## config.mk

```make
export PLATFORM = sky130hd
export DESIGN_NAME = bht_update_queue_flat
export DESIGN_NICKNAME = d
export VERILOG_FILES = /design/src/rtl/ariane_pkg.sv /design/src/rtl/bht_update_queue_if.sv /design/src/rtl/bht_update_queue.sv /design/src/flat_wrapper.sv
export SDC_FILE = /design/constraint.sdc
export NUM_CORES = 1
export LEC_CHECK = 0
export ABC_AREA = 1
export BUFFER_PORTS_ARGS = -buffer_cell sky130_fd_sc_hd__buf_2
export CORE_ASPECT_RATIO = 1.25
export CORE_MARGIN = 8
export CORE_UTILIZATION = 62
export CTS_CLUSTER_DIAMETER = 150
export DETAILED_ROUTE_END_ITERATION = 7
export GPL_TIMING_DRIVEN = 0
export PLACE_DENSITY = 0.85
export RECOVER_POWER = 50
export SLEW_MARGIN = 10
export SYNTH_ARGS = -nofsm -noshare
export SYNTH_HDL_FRONTEND = slang
export SYNTH_SLANG_ARGS = --single-unit
```

## constraint.sdc

```tcl
create_clock -name clk_i -period 8.4 [get_ports clk_i]
set_input_delay 0.42 -clock clk_i [delete_from_list [all_inputs] [get_ports clk_i]]
set_output_delay 0.42 -clock clk_i [all_outputs]
set_load 0.03 [all_outputs]
```

## src/rtl/ariane_pkg.sv

```systemverilog
// Shared core types for the branch-history update path: the predictor update
// record, the resolve bundle and the default update-queue depth.
package ariane_pkg;

    localparam int unsigned BHT_UPD_QUEUE_DEPTH = 4;

    typedef struct packed {
        logic        valid;
        logic [63:0] pc;
        logic        taken;
    } bht_update_t;

    typedef struct packed {
        logic        valid;
        logic [63:0] pc;
        logic        taken;
        logic        is_cond;
    } bht_resolve_t;

endpackage

```

## src/rtl/bht_update_queue_if.sv

```systemverilog
// Port bundle between the branch unit / controller side and the BHT update queue.
interface bht_update_queue_if
    import ariane_pkg::*;
#(
    parameter int unsigned DEPTH      = BHT_UPD_QUEUE_DEPTH,
    parameter int unsigned DROP_CNT_W = 16
);
    logic                         flush_i;
    logic                         debug_mode_i;
    logic                         resolve_valid_i;
    logic [63:0]                  resolve_pc_i;
    logic                         resolve_taken_i;
    logic                         resolve_is_cond_i;
    logic                         update_ready_i;
    bht_update_t                  bht_update_o;
    logic [$clog2(DEPTH+1)-1:0]   count_o;
    logic                         full_o;
    logic [DROP_CNT_W-1:0]        drop_cnt_o;

    modport master (
        output flush_i, debug_mode_i, resolve_valid_i, resolve_pc_i,
               resolve_taken_i, resolve_is_cond_i, update_ready_i,
        input  bht_update_o, count_o, full_o, drop_cnt_o
    );

    modport slave (
        input  flush_i, debug_mode_i, resolve_valid_i, resolve_pc_i,
               resolve_taken_i, resolve_is_cond_i, update_ready_i,
        output bht_update_o, count_o, full_o, drop_cnt_o
    );
endinterface

```

## src/rtl/bht_update_queue.sv

```systemverilog
// FIFO of resolved conditional-branch outcomes draining one update per cycle
// into the predictor. Optional macro BHT_UPD_COALESCE_EN merges same-PC pushes.
module bht_update_queue
    import ariane_pkg::*;
#(
    parameter int unsigned DEPTH      = BHT_UPD_QUEUE_DEPTH,
    parameter int unsigned DROP_CNT_W = 16
) (
    input  logic             clk_i,
    input  logic             rst_i,
    bht_update_queue_if.slave bus
);
    localparam int unsigned PTR_W = $clog2(DEPTH);
    localparam int unsigned CNT_W = $clog2(DEPTH+1);

    logic [63:0]           pc_mem_r [DEPTH];
    logic [DEPTH-1:0]      taken_mem_r;
    logic [PTR_W-1:0]      head_r;
    logic [PTR_W-1:0]      tail_r;
    logic [CNT_W-1:0]      count_r;
    logic [DROP_CNT_W-1:0] drop_cnt_r;

    logic                  empty_s;
    logic                  full_s;
    logic                  push_req_s;
    logic                  pop_s;
    logic                  coalesce_s;
    logic                  alloc_s;
    logic                  drop_s;
    logic [PTR_W-1:0]      wr_ptr_s;
    bht_update_t           upd_s;

    assign empty_s    = (count_r == {CNT_W{1'b0}});
    assign full_s     = (count_r == CNT_W'(DEPTH));
    assign push_req_s = bus.resolve_valid_i & bus.resolve_is_cond_i & ~bus.debug_mode_i;
    assign pop_s      = ~empty_s & ~bus.debug_mode_i & bus.update_ready_i;

`ifdef BHT_UPD_COALESCE_EN
    logic [PTR_W-1:0]      last_ptr_s;
    assign last_ptr_s = tail_r - 1'b1;
    // The youngest entry may only be rewritten if it is not leaving this cycle.
    assign coalesce_s = push_req_s & ~empty_s
                      & (pc_mem_r[last_ptr_s] == bus.resolve_pc_i)
                      & ~(pop_s & (head_r == last_ptr_s));
    assign wr_ptr_s   = coalesce_s ? last_ptr_s : tail_r;
`else
    assign coalesce_s = 1'b0;
    assign wr_ptr_s   = tail_r;
`endif

    assign alloc_s = push_req_s & ~coalesce_s & (~full_s | pop_s);
    assign drop_s  = push_req_s & ~coalesce_s & full_s & ~pop_s;

    // Pointer, occupancy and drop-counter state; flush keeps the drop count.
    always_ff @(posedge clk_i) begin
        if (rst_i) begin
            head_r     <= {PTR_W{1'b0}};
            tail_r     <= {PTR_W{1'b0}};
            count_r    <= {CNT_W{1'b0}};
            drop_cnt_r <= {DROP_CNT_W{1'b0}};
        end else if (bus.flush_i) begin
            head_r  <= {PTR_W{1'b0}};
            tail_r  <= {PTR_W{1'b0}};
            count_r <= {CNT_W{1'b0}};
        end else begin
            if (pop_s) begin
                head_r <= head_r + 1'b1;
            end
            if (alloc_s) begin
                tail_r <= tail_r + 1'b1;
            end
            if (alloc_s && !pop_s) begin
                count_r <= count_r + 1'b1;
            end else if (!alloc_s && pop_s) begin
                count_r <= count_r - 1'b1;
            end
            if (drop_s && (drop_cnt_r != {DROP_CNT_W{1'b1}})) begin
                drop_cnt_r <= drop_cnt_r + 1'b1;
            end
        end
    end

    // Entry storage; contents are don't-care while unoccupied, so no reset.
    always_ff @(posedge clk_i) begin
        if (!rst_i && !bus.flush_i) begin
            if (alloc_s) begin
                pc_mem_r[tail_r] <= bus.resolve_pc_i;
            end
            if (alloc_s || coalesce_s) begin
                taken_mem_r[wr_ptr_s] <= bus.resolve_taken_i;
            end
        end
    end

    // Head entry presented from storage only; zeroed while empty.
    always_comb begin
        upd_s = '0;
        if (!empty_s) begin
            upd_s.valid = ~bus.debug_mode_i;
            upd_s.pc    = pc_mem_r[head_r];
            upd_s.taken = taken_mem_r[head_r];
        end else begin
            upd_s = '0;
        end
    end

    assign bus.bht_update_o = upd_s;
    assign bus.count_o      = count_r;
    assign bus.full_o       = full_s;
    assign bus.drop_cnt_o   = drop_cnt_r;

endmodule

```

## src/flat_wrapper.sv

```systemverilog
// flat-port wrapper written by rule: the top's interface ports become plain ports
module bht_update_queue_flat import ariane_pkg::*;
#(
    parameter int unsigned DEPTH      = BHT_UPD_QUEUE_DEPTH,
    parameter int unsigned DROP_CNT_W = 16
)
  (clk_i, rst_i, bus_flush_i, bus_debug_mode_i, bus_resolve_valid_i, bus_resolve_pc_i, bus_resolve_taken_i, bus_resolve_is_cond_i, bus_update_ready_i, bus_bht_update_o, bus_count_o, bus_full_o, bus_drop_cnt_o);
  bht_update_queue_if #(.DEPTH(DEPTH), .DROP_CNT_W(DROP_CNT_W)) bus_i ();
  input  logic clk_i;
  input  logic rst_i;
  input wire logic [$bits(bus_i.flush_i)-1:0] bus_flush_i;
  input wire logic [$bits(bus_i.debug_mode_i)-1:0] bus_debug_mode_i;
  input wire logic [$bits(bus_i.resolve_valid_i)-1:0] bus_resolve_valid_i;
  input wire logic [$bits(bus_i.resolve_pc_i)-1:0] bus_resolve_pc_i;
  input wire logic [$bits(bus_i.resolve_taken_i)-1:0] bus_resolve_taken_i;
  input wire logic [$bits(bus_i.resolve_is_cond_i)-1:0] bus_resolve_is_cond_i;
  input wire logic [$bits(bus_i.update_ready_i)-1:0] bus_update_ready_i;
  output wire logic [$bits(bus_i.bht_update_o)-1:0] bus_bht_update_o;
  output wire logic [$bits(bus_i.count_o)-1:0] bus_count_o;
  output wire logic [$bits(bus_i.full_o)-1:0] bus_full_o;
  output wire logic [$bits(bus_i.drop_cnt_o)-1:0] bus_drop_cnt_o;
  assign bus_i.flush_i = bus_flush_i;
  assign bus_i.debug_mode_i = bus_debug_mode_i;
  assign bus_i.resolve_valid_i = bus_resolve_valid_i;
  assign bus_i.resolve_pc_i = bus_resolve_pc_i;
  assign bus_i.resolve_taken_i = bus_resolve_taken_i;
  assign bus_i.resolve_is_cond_i = bus_resolve_is_cond_i;
  assign bus_i.update_ready_i = bus_update_ready_i;
  assign bus_bht_update_o = bus_i.bht_update_o;
  assign bus_count_o = bus_i.count_o;
  assign bus_full_o = bus_i.full_o;
  assign bus_drop_cnt_o = bus_i.drop_cnt_o;
  bht_update_queue #(.DEPTH(DEPTH), .DROP_CNT_W(DROP_CNT_W)) u_core (.clk_i(clk_i), .rst_i(rst_i), .bus(bus_i));
endmodule
```

==> qor.yml <==
detailed_routing:
  drtIter0Drc: 850
  post_drt_wl_per_cell_microns: 18.94
  drcViolationCount: 0
  antenna_left: 0
  dr.pass1.iters: 7
  wl_microns: 26940
  vias: 8050
  via_per_inst: 5.661
min_path:
  holdCritPathClass: "input pin to flop"
logic_synthesis:
  muxShareOfSynthArea: 0
  synth-edff-count: 260
  ys_types: 28
  synth.net_count: 1058
  syn_avg_cell_area_sq_um: 11.65
  syn_inst: 979
  synth_top_family_by_area: "simple AND/OR/NAND/NOR gates"
  yosys_warnings: 0
  ys.flop_type: "edfxtp_1"
  synth-xor-area-share: 0.002305
  synth_compound_area_frac: 0.1003
  synth_area_leader_cell: "edfxtp_1"
  synth.top_cell.area_share: 0.6848
  async_reset_ff_frac: 0
  synth_sequential_area_ratio: 0.7287
  syn_area_sq_um: 11400
  synth_fa_ha_area_frac: 0.008341
  synth-seq-cells: 285
  synth_simple_gate_area_frac: 0.1283
  synthTopCellsByArea: "edfxtp_1, nor2_1, o21ai_0, dfxtp_1, a21oi_1"
worst_setup_path:
  end_kind: "primary output"
  crit_arrival_ps: 2680
  cp_max_fo: 10
  start_kind: "flop"
  cp.required_ps: 7980
  critical_path_class: "flop to primary output"
sta:
  finalCriticalPeriod_ps: 3103
  fin_setup_tns_ps: 0
  fin_skew_ps: 8.002
  holdWs_ps: 160.5
  relSlewSlack: 0.3212
  finalSetupViolCount: 0
  hold_viol: 0
  finalCritPeriodShare: 0.3694
  drv_slew: 0
  rsz0062_at_grt: "false"
  worst_slew_pin_slew_ps: 1014
  fmax_ghz: 0.3223
finish:
  fin_util: 0.7424
  n_antenna_cell: 0
  area_growth_pct: 17.86
  final_nets: 1254
  fillers: 1245
  drive_above_1_share: 0.1214
  stdcell_count: 1422
  multi_input_area_sq_um: 2715
  seq_area_sq_um: 8308
power:
  p_clk_frac: 0.402
  p_per_area_nw_per_um2: 209.5
  p_leak_uw: 0.004852
  intPower_uw: 2233
  vdd_drop_max_uv: 217.0
  combPwrFrac: 0.046
  sw_frac_of_total: 0.2071
  power.switching_uw: 583.0
  p_seq_frac: 0.551
  power_uw: 2815
die:
  die_w_microns: 137.3
  dieArea_sq_um: 23010
  floorplan.initialDensity: 0.6299
  die_h_microns: 167.6
  ios: 158
  row_count: 55
  core_sq_um: 18100
placement:
  place.gp.congestion: 0.8350
  hpwl_microns: 17360
  dp_cells: 1375
  io_buffers: 157
clocking:
  insertion_delay_ps: 520
  htreeDepth: 1
  path_clk_slew_ps: 60
  cts_tree: "done"
  cts.sinks: 285
  postCtsHoldBufs: 0
  cts-resized-gates: 0
  root_buffer: "clkbuf_16"
  numCtsBuffers: 26
  cts_buffer_depth: 3
  cts_setup_buffers: 0
global_route:
  grt_pass1_vias: 8206
  grt_max_degree: 28
  groute.usage.overall: 0.2314
  grt_antenna_before_repair: 2
  grt_pass1_wl_microns: 41630
  grt_overflow_total: 0
outcome:
  status: "finished clean"
job:
  cap_violations: 0
[Yosys cell counts (6+ instances only)]
master      n
inv_1      33
edfxtp_1  260
buf_2      16
nor2_1    301
a21oi_1    83
ha_1        6
nand3_1    17
buf_1      10
clkbuf_1   22
dfxtp_1    25
o21ai_0   134
nand2_1    42
[layout make-up]
class                           instances  share of cell area
Buffer                                 51             0.01602
Clock buffer                           34             0.05224
Clock inverter                         13            0.008660
Inverter                               36             0.01006
Multi-Input combinational cell        607              0.2021
Sequential cell                       285              0.6183
Tap cell                              228             0.02123
Timing Repair Buffer                  168             0.07142
[power by group through the flow]
stage          registers (uW)  logic (uW)  clock network [uW]
2_1_floorplan            1590        69.5                   0
3_3_place_gp             1580         129                   0
3_5_place_dp             1580         134                   0
4_1_cts                  1550         135                1140
5_1_grt                  1550         140                1200
6_report                 1550         130                1130
[cell families after synthesis]
kind of cell,after synthesis
simple gates,372
compound gates,225
xor+xnor,3
flops,285
buf+inv,87
fa+ha+maj,7
[registers in the layout (all words and copies together) (netlist names), named ones only]
register and flops:
u_core.tail_r 2, u_core.bus.drop_cnt_o 16, u_core.head_r 2, u_core.pc_mem_r 256, u_core.taken_mem_r 4, u_core.bus.count_o 3
[routing by layer]
metal,global-route usage,vias up,share of wire
li1,-,3804,-
met1,0.2751,3813,0.37
met2,0.4120,363,0.53
met3,0.03593,66,0.076
met4,0.08286,4,0.028
met5,0,-,0.00074
[placed cells by master, fill, tap and decap left out]
master        n
bufinv_16     2
buf_1        10
clkinvlp_4    1
o21ai_0     134
o21a_1        3
buf_2        88
nand2_2       1
clkinv_1      5
nand2_1      44
buf_12        3
buf_16        8
nor3_1        2
edfxtp_1    260
nand3_2       1
o21ai_1       2
clkbuf_16    27
clkinv_2      5
inv_1        33
buf_4         1
nand4_1       1
fa_1          1
nor2_4        2
nor2_2        1
dfxtp_1      25
ha_1          6
a21oi_1      83
nand3_1      18
inv_2         2
clkinv_4      1
a21oi_2       2
nor2_1      302
xor2_1        3
a21boi_0      1
clkbuf_1    116
[path summary, 6_finish.rpt]
kind                                                         start  depth (start not counted)                                 end  slack (ps)
worst max register to register  u_core.bus.count_o[0]$_SDFFE_PP0P_                         11    u_core.pc_mem_r[1][35]$_DFFE_PP_        5500
worst min register to register  u_core.bus.count_o[1]$_SDFFE_PP0P_                          2  u_core.bus.count_o[1]$_SDFFE_PP0P_         500
worst min-delay path                           bus_resolve_pc_i[7]                          1     u_core.pc_mem_r[0][7]$_DFFE_PP_         160
worst max-delay path                                          flop                          6                bus_bht_update_o[60]        5300
[per-stage QoR]
| stage | setup WS, ps | instance area [sq um] |
|---|---|---|
| 6_report | 5297 | 13440 |
| 2_1_floorplan | 3940 | 11400 |
| 3_3_place_gp | 2020 | 12470 |
| 3_5_place_dp | 5624 | 12780 |
| 5_1_grt | 5164 | 13440 |
| 4_1_cts | 5271 | 13600 |
[critical path, stage by stage, from the launching register on]
cell and delay (ps):
dfxtp_1 320, inv_2 50, clkbuf_1 560, clkbuf_1 450
o21ai_0 250, a21oi_1 280, buf_2 250
(Power assumes the default switching activity.)
